[config.mk]
export PLATFORM = sky130hd
export DESIGN_NAME = uart_t_flat
export DESIGN_NICKNAME = d
export VERILOG_FILES = /design/src/rtl/uart_pkg.sv /design/src/rtl/uart_t_if.sv /design/src/rtl/uart_fifo.sv /design/src/rtl/uart_t.sv /design/src/flat_wrapper.sv
export SDC_FILE = /design/constraint.sdc
export NUM_CORES = 1
export LEC_CHECK = 0
export ABC_AREA = 1
export CORE_ASPECT_RATIO = 0.6
export CORE_MARGIN = 2
export CORE_UTILIZATION = 40
export CTS_CLUSTER_SIZE = 12
export DETAILED_ROUTE_END_ITERATION = 8
export PLACE_DENSITY = 0.59
export SLEW_MARGIN = 20
export SYNTH_ARGS = -nofsm -noshare
export SYNTH_HDL_FRONTEND = slang
export SYNTH_SLANG_ARGS = --single-unit
[constraint.sdc]
create_clock -name clk -period 2.19 [get_ports clk]
set_input_delay 0.438 -clock clk [delete_from_list [all_inputs] [get_ports clk]]
set_output_delay 0.438 -clock clk [all_outputs]
set_load 0.005 [all_outputs]
[src/rtl/uart_pkg.sv]
// rtl/uart_pkg.sv - shared UART constants, state encoding and helpers
package uart_pkg;

   // FSM state encoding shared by transmitter and receiver
   typedef enum logic [1:0] {
      IDLE  = 2'd0,
      START = 2'd1,
      DATA  = 2'd2,
      STOP  = 2'd3
   } uart_state_e;

   // Default line setup: 50 MHz clock, 9600 bit/s
   localparam int DEF_CLK_HZ = 50_000_000;
   localparam int DEF_BAUD   = 9600;

   // Frame constants common to both ends of the line
   localparam int   DATA_BITS = 8;
   localparam logic START_LVL = 1'b0;
   localparam logic IDLE_LVL  = 1'b1;

   // Clocks per bit, truncated
   function automatic int calc_div(input int clk_hz, input int baud);
      return clk_hz / baud;
   endfunction

endpackage

[src/rtl/uart_t_if.sv]
// rtl/uart_t_if.sv - byte valid/ready handshake into the transmitter
interface uart_t_if import uart_pkg::*; ();
   logic [DATA_BITS-1:0] in_data;
   logic                 in_valid;
   logic                 in_ready;

   modport master (output in_data, output in_valid, input in_ready);
   modport slave  (input in_data, input in_valid, output in_ready);
endinterface

[src/rtl/uart_fifo.sv]
// rtl/uart_fifo.sv - small synchronous FIFO with occupancy counter
module uart_fifo #(
   parameter int WIDTH = 8,
   parameter int DEPTH = 4
) (
   input  logic             clk,
   input  logic             rst_n,
   input  logic             push,
   input  logic             pop,
   input  logic [WIDTH-1:0] wdata,
   output logic [WIDTH-1:0] rdata,
   output logic             full,
   output logic             empty
);
   localparam int AW = $clog2(DEPTH);

   logic [WIDTH-1:0] mem [DEPTH];
   logic [AW-1:0]    wptr;
   logic [AW-1:0]    rptr;
   logic [AW:0]      count;
   logic             do_push;
   logic             do_pop;

   // Refuse writes when full and reads when empty, regardless of the other side
   assign do_push = push && !full;
   assign do_pop  = pop && !empty;

   assign full  = (count == (AW+1)'(DEPTH));
   assign empty = (count == '0);
   assign rdata = mem[rptr];

   // Storage array; contents are don't-care until written
   always_ff @(posedge clk) begin
      if (do_push) mem[wptr] <= wdata;
   end

   // Pointers and occupancy; power-of-two depth lets pointers wrap naturally
   always_ff @(posedge clk or negedge rst_n) begin
      if (!rst_n) begin
         wptr  <= '0;
         rptr  <= '0;
         count <= '0;
      end else begin
         if (do_push) wptr <= wptr + 1'b1;
         if (do_pop)  rptr <= rptr + 1'b1;
         if (do_push && !do_pop)      count <= count + 1'b1;
         else if (do_pop && !do_push) count <= count - 1'b1;
      end
   end
endmodule

[src/rtl/uart_t.sv]
// rtl/uart_t.sv - buffered 8N1/8N2 UART transmitter
module uart_t import uart_pkg::*; #(
   parameter int CLK_HZ     = DEF_CLK_HZ,
   parameter int BAUD       = DEF_BAUD,
   parameter int STOP_BITS  = 1,
   parameter int FIFO_DEPTH = 4
) (
   input  logic     clk,
   input  logic     rst_n,
   uart_t_if.slave  host,
   output logic     q,
   output logic     busy
);
   localparam int             DIV     = calc_div(CLK_HZ, BAUD);
   localparam int             CW      = $clog2(DIV);
   localparam logic [CW-1:0]  CNT_MAX = CW'(DIV - 1);
   localparam logic [2:0]     SB_LAST = 3'(STOP_BITS - 1);

   uart_state_e          state, state_d;
   logic [CW-1:0]        cnt, cnt_d;
   logic [2:0]           bit_idx, bit_idx_d;
   logic [DATA_BITS-1:0] sh, sh_d;
   logic                 q_d;
   logic                 pop;
   logic                 full;
   logic                 empty;
   logic [DATA_BITS-1:0] rdata;
   logic                 bit_end;

   assign host.in_ready = !full;
   assign busy          = (state != IDLE) || !empty;
   assign bit_end       = (cnt == CNT_MAX);

   uart_fifo #(
      .WIDTH (DATA_BITS),
      .DEPTH (FIFO_DEPTH)
   ) u_fifo (
      .clk   (clk),
      .rst_n (rst_n),
      .push  (host.in_valid && !full),
      .pop   (pop),
      .wdata (host.in_data),
      .rdata (rdata),
      .full  (full),
      .empty (empty)
   );

   // Next-state, counters and shifter; bit_idx also counts stop bits in STOP
   always_comb begin
      state_d   = state;
      cnt_d     = cnt;
      bit_idx_d = bit_idx;
      sh_d      = sh;
      pop       = 1'b0;
      case (state)
         IDLE: begin
            cnt_d = '0;
            if (!empty) begin
               pop     = 1'b1;
               sh_d    = rdata;
               state_d = START;
            end
         end
         START: begin
            if (bit_end) begin
               cnt_d     = '0;
               bit_idx_d = '0;
               state_d   = DATA;
            end else begin
               cnt_d = cnt + 1'b1;
            end
         end
         DATA: begin
            if (bit_end) begin
               cnt_d     = '0;
               sh_d      = sh >> 1;
               // wraps 7 -> 0, so STOP starts counting stop bits from zero
               bit_idx_d = bit_idx + 1'b1;
               if (bit_idx == 3'd7) state_d = STOP;
            end else begin
               cnt_d = cnt + 1'b1;
            end
         end
         STOP: begin
            if (bit_end) begin
               cnt_d = '0;
               if (bit_idx == SB_LAST) begin
                  bit_idx_d = '0;
                  if (!empty) begin
                     pop     = 1'b1;
                     sh_d    = rdata;
                     state_d = START;
                  end else begin
                     state_d = IDLE;
                  end
               end else begin
                  bit_idx_d = bit_idx + 1'b1;
               end
            end else begin
               cnt_d = cnt + 1'b1;
            end
         end
         default: state_d = IDLE;
      endcase
   end

   // Line level is decoded from the next state so q lands on the same edge as the state
   always_comb begin
      q_d = IDLE_LVL;
      case (state_d)
         START:   q_d = START_LVL;
         DATA:    q_d = sh_d[0];
         default: q_d = IDLE_LVL;
      endcase
   end

   // State, counters, shift register and the registered line output
   always_ff @(posedge clk or negedge rst_n) begin
      if (!rst_n) begin
         state   <= IDLE;
         cnt     <= '0;
         bit_idx <= '0;
         sh      <= '0;
         q       <= IDLE_LVL;
      end else begin
         state   <= state_d;
         cnt     <= cnt_d;
         bit_idx <= bit_idx_d;
         sh      <= sh_d;
         q       <= q_d;
      end
   end
endmodule

[src/flat_wrapper.sv]
// flat-port wrapper written by rule: the top's interface ports become plain ports
module uart_t_flat import uart_pkg::*;
#(
   parameter int CLK_HZ     = DEF_CLK_HZ,
   parameter int BAUD       = DEF_BAUD,
   parameter int STOP_BITS  = 1,
   parameter int FIFO_DEPTH = 4
)
  (clk, rst_n, q, busy, host_in_data, host_in_valid, host_in_ready);
  uart_t_if host_i ();
  input  logic clk;
  input  logic rst_n;
  output logic q;
  output logic busy;
  input wire logic [$bits(host_i.in_data)-1:0] host_in_data;
  input wire logic [$bits(host_i.in_valid)-1:0] host_in_valid;
  output wire logic [$bits(host_i.in_ready)-1:0] host_in_ready;
  assign host_i.in_data = host_in_data;
  assign host_i.in_valid = host_in_valid;
  assign host_in_ready = host_i.in_ready;
  uart_t #(.CLK_HZ(CLK_HZ), .BAUD(BAUD), .STOP_BITS(STOP_BITS), .FIFO_DEPTH(FIFO_DEPTH)) u_core (.clk(clk), .rst_n(rst_n), .host(host_i), .q(q), .busy(busy));
endmodule
==> Word level (Yosys, flattened, before mapping) <==
Memories as Yosys holds them, arrays and structs flattened.
Cells that the tools add are included.
{ "totals": {"register_bits": 34, "ram_bits": 32, "input_bits": 11, "wordCells": 77, "mem_count": 1} }
{ "classes": {"n_addsub": 6, "n_eq_ne": 12, "n_mux": 29, "reduce_logical": 20} }
{ "memory_table": {"columns": ["name", "words", "width", "read_ports", "rd_clocked_by_memory_dff", "wr", "line_no", "text"], "rows": [
  ["u_core.u_fifo.mem", 4, 8, 1, 0, 1, "uart_fifo.sv:17", "logic [WIDTH-1:0] mem [DEPTH];"]
]} }
{ "op_table": {"columns": ["cell", "n"], "rows": [
  ["$mux W8", 4],
  ["$pmux W13 S2", 1],
  ["$pmux W8 S3", 1],
  ["$mux W3", 6],
  ["$add A13 B1 Y13 const B", 1],
  ["$eq A13 B13 Y1 const B", 1],
  ["$mux W13", 1],
  ["$mux W2", 6],
  ["$pmux W3 S3", 1],
  ["$ne A2 B1 Y1 const B", 4],
  ["$pmux W2 S4", 1],
  ["$reduce_and A4 Y1", 2],
  ["$add A3 B1 Y3 const B", 2],
  ["$eq A2 B2 Y1 const B", 3],
  ["$eq A3 B3 Y1 const B", 2],
  ["$logic_not A3 Y1", 2],
  ["$mux W1", 6],
  ["$reduce_bool A3 Y1", 2],
  ["$logic_and A1 B1 Y1", 5],
  ["$add A2 B1 Y2 const B", 2],
  ["$eq A2 B1 Y1 const B", 2],
  ["$logic_not A1 Y1", 4],
  ["$pmux W1 S2", 2],
  ["$reduce_bool A2 Y1", 2],
  ["other kinds (4)", 4]
]} }

==> Logic depth before layout (Yosys ltp) <==
Gate-level depths: netlist of the first run.
{ "depth": {"word_depth": 9, "ltp_mapped": 14, "ltp_nobuf": 14} }

==> Modules after synthesis <==
Synthesis of the first run repeated with hierarchy kept, for this count alone.
{ "unflattened": {"hier_cells": 382, "area_unflattened_um2": 3448.3} }
{ "by_module_without_submodules": {"columns": ["module", "instances", "cells_each", "area_per_inst_um2", "seq_area_each_um2"], "rows": [
  ["uart_fifo", 1, 154, 1734.2, 1136.1],
  ["uart_t", 1, 228, 1714.1, 676.9]
]} }

==> Worst setup path before layout of the first run <==
No wires, ideal clock.
{ "synth_path": {"path_kind": "register -> register", "startpoint": "register u_core.cnt[0]", "endpoint": "register u_core.u_fifo.count[1]", "arrival_time_ps": 2060, "required_ps": 2065, "path_slack_ps": 5, "stages_incl_launch_ff": 13, "path_buffers": 0, "path_cell_list": "dfrtp_1 -> ha_1 -> nand2_1 -> inv_2 -> nand2_1 -> nor2_4 -> nand4_2 -> nand2_2 -> nand2_2 -> ha_1 -> inv_1 -> fa_1 -> mux2_2"} }
{ "synth_between": {"elab_chain_cells": 7, "word_cells_on_any_way": 9, "classes_between": "eq/ne (1); mux (3); reduce/logical (5)"} }
{ "synth_lines": {"columns": ["item", "line_no", "text"], "rows": [
  ["start: declaration", "uart_t.sv:20", "logic [CW-1:0] cnt, cnt_d;"],
  ["start signal: assignment", "uart_t.sv:127", "cnt <= cnt_d;"],
  ["$eq A13 B13 Y1 *", "uart_t.sv:32", "assign bit_end = (cnt == CNT_MAX);"],
  ["$mux W1 *", "uart_t.sv:85", "if (bit_end) begin"],
  ["$pmux W1 S2 *", "uart_t.sv:55", "case (state)"],
  ["$logic_and A1 B1 Y1 *", "uart_fifo.sv:26", "assign do_pop = pop && !empty;"],
  ["$logic_not A1 Y1", "uart_fifo.sv:46", "if (do_push && !do_pop) count <= count + 1'b1;"],
  ["$logic_and A1 B1 Y1", "uart_fifo.sv:46", null],
  ["$mux W3 or $reduce_bool A2 Y1 (tied branches)", null, null],
  ["end signal: assignment", "uart_fifo.sv:46", null],
  ["end signal: assignment", "uart_fifo.sv:47", "else if (do_pop && !do_push) count <= count - 1'b1;"],
  ["end: declaration", "uart_fifo.sv:20", "logic [AW:0] count;"]
]} }
Every way passes the cells marked *; elsewhere a longest branch is shown, timed or not.
A chain may end at the register's enable or synchronous reset.

==> Final worst setup path of the first run <==
{ "layout_path": {"startpoint": "register u_core.cnt[1]", "endpoint": "register u_core.u_fifo.count[1]"} }
The elaborated chain is that of the path after synthesis.

==> flow_summary.toml, run 1 <==
[drt]
dr.first_iter.drc_count = 158
num_vias = 2591
ant_nets = 0
drcViolationCount = 0
routed_via_density = 4.84
drt_first_pass_iters = 4
wire_per_inst_microns = 13.7
finalWirelength_microns = 7310

[floorplan]
rows = 26
die_h_microns = 75.7
die_x_microns = 123
coreArea_sq_um = 8390
dieArea_sq_um = 9340
initial_core_util = 0.408
pin_count = 14

[logic_synthesis]
synth_top_family_by_area = "simple AND/OR/NAND/NOR gates"
synthAdderAreaFrac = 0.0607
synth_simple_gate_area_frac = 0.290
synth.avg_cell_area_sq_um = 9.20
syn_area_sq_um = 3420
synth_nets = 399
yosysSeqAreaShare = 0.530
synth_compound_area_frac = 0.0402
synth_xor_xnor_area_share = 0.0179
ys_ff_latch = 66
ys_types = 34
synth_cells = 372
synthMuxAreaShare = 0.00329
synth_warnings = 0

[clocking]
clk_latency_ps = 330
path_clk_slew_ps = 50
tritoncts = "built"
root_buffer = "clkbuf_16"
cts_htree_levels = 3
cts_buffers = 9
clockBufferDepth = 2
cts.sinks = 66

[placed_design]
port_buffers = 13
gp_congestion = 0.807
hpwl_microns = 5110
dp_cells = 513
place_ws_ps = -29.2

[global_route]
grt_max_degree = 35
grt_use_total = 0.176
first_global_vias = 2534
antenna_found_initial = 0
grt_overflow = 0
grt_pass1_wl_microns = 12200

[sta]
fmax_mhz = 457
slew_headroom = 0.700
finalHoldViolCount = 0
setup_viol = 0
min_period_ps = 2190
min_period_over_period = 0.999
setup_tns_ps = 0
worst_pin_slew_ps = 450
rsz0062_at_grt = "true"
fin_ws_ps = 1.10
report.final.slew_viol_count = 0
skew_ps = 5.72

[worst_setup_path]
cpPeakStageDelay_ps = 420
worst-path-buf-inv = 2
critPathLaunchType = "flop"
path_cells = "ha_2 > nand2_2 > inv_2 > nand2_2 > nor2_4 > nand4_2 > nand2_2 > nand2_4 > ha_4 > inv_2 > fa_1 > mux2_2"
critPathKind = "reg2reg"
arrival_ps = 2400
cp.required_ps = 2400
cp_top_family = "adder cells"
end_kind = "flop"
crit_slowest_cell = "fa_1"
reg2reg_from = "u_core.cnt[1]$_DFF_PN0_"
r2r-end = "u_core.u_fifo.count[1]$_DFFE_PN0P_"
worstRegToRegCells = 12
cp_common_cell = "nand2_2"
worst-r2r-setup-slack_ps = 1
crit_fanout = 2

[status]
status = "finished clean"

[finish]
layout-drive-gt1-share = 0.210
fin_nets = 445
final_cells = 535
area_delta_synth_final_pct = 23.9
antenna_cells = 0
final_util = 0.505

[job]
maxCapViolCount = 0

[power]
power_leakage_uw = 0.00190
total_power_uw = 3710
power_density_nw_per_um2 = 875
vdd_ir_drop_max_mv = 0.661

[min_path]
hold_class = "in2async"
[power by group]
| group | switching (uW) | internal, uW | total, uW |
|---|---|---|---|
| sequential | 58.3 | 1480 | 1540 |
| combinational | 382 | 265 | 648 |
| clock | 521 | 1000 | 1520 |
| total | 962 | 2750 | 3710 |
[kinds of logic after synthesis]
group,count (synthesis)
and+or+nand+nor,207
DFF,66
buffers and inverters,50
AOI/OAI and AO/OA,25
adders and majority gates,16
xor gates and xnor gates,7
muxes,1
[layout make-up]
| type | instances | area (sq um) |
|---|---|---|
| clock inverters | 6 | 90.1 |
| inverters | 41 | 154 |
| clock buffers | 10 | 229 |
| repair buffers | 44 | 368 |
| multi-input cells | 256 | 1450 |
| well taps | 112 | 140 |
| fillers | 774 | 4150 |
| flip-flops and latches | 66 | 1810 |
[stage by stage]
step / area, sq um / hold WS [ps]
after floorplan: 3420 / 142
after global placement: 3830 / 482
after detailed placement: 3830 / 480
after CTS: 4190 / 158
after global routing: 4240 / 187
final: 4240 / 144
[layout by cell type, fill, tap and decap left out, drive strengths merged, types with 15 or more instances in the layout]
cell | netlist | layout
buf | 7 | 31
dfrtp | 33 | 33
edfxtp | 32 | 32
ha | 15 | 15
inv | 39 | 41
nand2 | 105 | 105
nand3 | 54 | 54
nor2 | 33 | 33
[how the worst max path moves through the flow]
| stage | from | to | slack (ps) | depth (start not counted) |
|---|---|---|---|---|
| floorplan | u_core.cnt[0]$_DFF_PN0_ | u_core.u_fifo.count[1]$_DFFE_PN0P_ | 5 | 12 |
| global placement | u_core.cnt[0]$_DFF_PN0_ | u_core.u_fifo.count[2]$_DFFE_PN0P_ | 4 | 14 |
| detailed placement | u_core.cnt[1]$_DFF_PN0_ | u_core.u_fifo.count[1]$_DFFE_PN0P_ | -30 | 12 |
| CTS | u_core.u_fifo.count[1]$_DFFE_PN0P_ | busy | 3 | 6 |
| global route | u_core.cnt[1]$_DFF_PN0_ | u_core.u_fifo.count[1]$_DFFE_PN0P_ | -100 | 12 |
| finish | u_core.cnt[1]$_DFF_PN0_ | u_core.u_fifo.count[1]$_DFFE_PN0P_ | 1 | 12 |
[flip-flops by register name (all words and copies together), names as in the netlist]
register and count:
u_core.u_fifo.rptr 2, u_core.q 1, u_core.sh 8, u_core.bit_idx 3, u_core.state 2, u_core.u_fifo.count 3
u_core.u_fifo.wptr 2, u_core.cnt 13, u_core.u_fifo.mem 32
[routing by layer]
metal	track usage	part of all wire	up-vias
met5	0	0	-
met2	0.258	0.43	58
met1	0.251	0.51	1207
met4	0.0644	0.0056	0
met3	0.0494	0.054	4
li1	-	-	1322
[what timing repair did]
action	4_1_cts	5_1_grt
hold buffers	0	0
pin swaps	3	5
gates resized for setup	6	12
setup buffers	4	2
endpoints found under the hold margin	0	0
setup endpoints to repair	3	4
[Yosys cell counts (all sizes together)]
library cell | instances | area [sq um]
nand2 | 105 | 442
nand3 | 54 | 280
inv | 39 | 146
dfrtp | 33 | 826
nor2 | 33 | 170
edfxtp | 32 | 961
ha | 15 | 188
o21ai | 11 | 55.1
a21oi | 10 | 53.8
nand4 | 8 | 56.3
buf | 7 | 37.5
xor2 | 6 | 52.6
nor3 | 5 | 30.0
o21a | 3 | 22.5
clkbuf | 2 | 7.51
clkinv | 2 | 7.51
nor3b | 2 | 15.0
a31oi | 1 | 6.26
dfstp | 1 | 26.3
fa | 1 | 20.0
mux2 | 1 | 11.3
xnor2 | 1 | 8.76
Note: power is estimated with default switching activity, not from simulation.
==> inputs of run 2 (changes only) <==
SYNTH_HIERARCHICAL = 1   (was unset)
==> run 2 against run 1 <==
The run now ends with setup timing left. Critical endpoint is now u_core/u_fifo/count[1]$_DFFE_PN0P_. Wire length decreased by 3.3%. Total power shrank 2.7%. Largest cell class unchanged. Synthesized area grew 0.73%. Die area increased by 0.70%. Highest routed layer unchanged.
==> flow_summary.toml, run 2 <==
[floorplan]
rows = 26
coreArea_sq_um = 8430
die_x_microns = 124
initial_core_util = 0.409
pin_count = 14
die_h_microns = 75.9
dieArea_sq_um = 9400

[clocking]
tritoncts = "built"
path_clk_slew_ps = 50
cts_htree_levels = 3
root_buffer = "clkbuf_16"
clk_latency_ps = 320
clockBufferDepth = 2
cts_buffers = 9
cts.sinks = 66
hold_buffers = 0

[power]
power_density_nw_per_um2 = 824
p_int_uw = 2590
power_leakage_uw = 0.00199
switching_share = 0.283
vdd_ir_drop_max_mv = 0.460
p_comb_frac = 0.211
p_clk_frac = 0.359
netSwitchingPower_uw = 1020
p_seq_frac = 0.430

[sta]
hold-worst-slack_ps = 483
slew_headroom = 0.651
fin_ws_ps = -43.7
skew_ps = 4.95
report.final.slew_viol_count = 0
finalHoldViolCount = 0
fmax_mhz = 448
min_period_ps = 2230
setup_tns_ps = -43.7
worst_pin_slew_ps = 523
rsz0062_at_grt = "true"
min_period_over_period = 1.02
setup_viol = 1

[finish]
fin_nets = 472
antenna_cells = 0
multi_input_comb_area_sq_um = 1410
largest_reg_flops = 32
seqCellArea_sq_um = 1810
top_regs = "u_core/u_fifo/mem: 32 flops, u_core/cnt: 13 flops, u_core/sh: 8 flops"
final_cell_mix = "nand2_1, inv_1, buf_4, nor2_1"
top_register = "u_core/u_fifo/mem"
final_common_cell = "nand2_1"
final_cells = 563
fill_cells = 742
area_delta_synth_final_pct = 27.1
layout-drive-gt1-share = 0.237

[logic_synthesis]
ys_ff_latch = 66
ys.flop_type = "dfrtp_1"
yosys-top-cells-area = "edfxtp_1, dfrtp_1, nand2_1"
syn_area_sq_um = 3450
synth_edf_count = 32
synth_nets = 408
yosysSeqAreaShare = 0.526
synth_top_area_frac = 0.279
async_flop_share = 0.515
synth_warnings = 6
ys_types = 36
synth_cells = 382
synth_common_cells = "nand2_1, inv_1, nor2_1"
synth.avg_cell_area_sq_um = 9.03
synth_most_common_cell = "nand2_1"
synth_top_cell_by_area = "edfxtp_1"

[drt]
finalWirelength_microns = 7070
drt_first_pass_iters = 5
drcViolationCount = 0
dr.first_iter.drc_count = 235
ant_nets = 0
wire_per_inst_microns = 12.6
routed_via_density = 4.76
num_vias = 2678

[job]
maxCapViolCount = 0

[worst_setup_path]
critPathKind = "reg2reg"
cp_common_cell = "nand2_2"
path_cells = "ha_4 > nand2_4 > inv_2 > nand2_2 > nor2_4 > nand4_1 > nand2_2 > nor3b_4 > nand2_2 > ha_4 > inv_4 > fa_1 > nand2_1 > o21ai_1"
critPathLaunchType = "flop"
cpPeakStageDelay_ps = 400
arrival_ps = 2440
cp.required_ps = 2400
crit_slowest_cell = "fa_1"
crit_fanout = 2
end_kind = "flop"

[placed_design]
place_ws_ps = -165
dp_cells = 531
hpwl_microns = 4960
port_buffers = 13
gp_congestion = 0.817

[min_path]
hold_class = "reg2reg"

[status]
violations = "setup timing"
status = "finished with violations"

[global_route]
grt_overflow = 0
antenna_found_initial = 0
grt_pass1_wl_microns = 12100
grt_use_total = 0.165
grt_max_degree = 35
first_global_vias = 2479
==> run 2: changes by cell type in the layout (fill, tap and decap cells not counted), sizes merged, moves of 4 or more <==
cell    delta
a21oi      -4
a22oi      +6
buf       +15
inv       +27
nand2     -13
nand3     -34
nor2      +14
o211ai    +18
xor2       -4
==> run 2: repair_timing <==
item                       CTS  global route
setup endpoints to repair    3             4
buffers inserted            14             5
gates resized for setup      6            17
pin swaps                    8             8
==> run 2: path summary, 6_finish.rpt <==
kind	depth (start not counted)	slack (ps)	end	start
worst min register to register	1	480	u_core/cnt[11]$_DFF_PN0_	u_core/cnt[11]$_DFF_PN0_
worst max register to register	14	-40	u_core/u_fifo/count[1]$_DFFE_PN0P_	u_core/cnt[1]$_DFF_PN0_
worst max-delay path	14	-40	u_core/u_fifo/count[1]$_DFFE_PN0P_	u_core/cnt[1]$_DFF_PN0_
min in group asynchronous	2	530	u_core/cnt[0]$_DFF_PN0_	rst_n
max in group asynchronous	2	1310	u_core/q$_DFF_PN1_	rst_n
worst min-delay path	1	480	u_core/cnt[11]$_DFF_PN0_	u_core/cnt[11]$_DFF_PN0_
==> run 2: layout make-up <==
type | instances | share of cell area
Clock buffer | 11 | 0.0554
Clock inverter | 5 | 0.00685
Inverter | 70 | 0.0611
Multi-Input combinational cell | 240 | 0.321
Sequential cell | 66 | 0.414
Tap cell | 112 | 0.0320
Timing Repair Buffer | 59 | 0.110
==> run 2: kinds of logic after synthesis <==
| group | after synthesis | synth area share |
|---|---|---|
| flip-flops | 66 | 0.526 |
| adder cells (fa/ha/maj) | 15 | 0.0566 |
| AND/OR/NAND/NOR | 175 | 0.231 |
| buffers and inverters | 76 | 0.0911 |
| XOR/XNOR | 3 | 0.00762 |
| AO/OA/AOI/OAI | 47 | 0.0878 |
==> run 2: per-stage QoR <==
stage / util / area (sq um) / total power [uW]
after floorplan: - / 3480 / 1990
after global placement: 0.465 / 3920 / 2250
after detailed placement: 0.465 / 3920 / 2260
after CTS: 0.511 / 4300 / 3580
after global routing: 0.520 / 4380 / 3830
final: 0.520 / 4380 / 3610
==> run 2: critical path: cells and delay by family, from the launching register on <==
family | cells | cell delay, ps
buffers and inverters | 2 | 110
DFF | 1 | 380
adders and majority gates | 3 | 740
and+or+nand+nor | 8 | 830
AOI/OAI and AO/OA | 1 | 50
==> run 2: power by group through the flow <==
stage	sequential, uW	clock (uW)	combinational, uW
5_1_grt	1570	1390	876
2_1_floorplan	1560	0	429
4_1_cts	1550	1330	700
6_report	1550	1290	763
3_5_place_dp	1570	0	686
3_3_place_gp	1570	0	680
==> run 2: metal layers <==
layer,part of all wire,GRT usage,up-vias
li1,-,-,1371
met1,0.54,0.257,1247
met2,0.40,0.221,52
met3,0.046,0.0414,8
met4,0.011,0.0534,0
met5,0,0,-
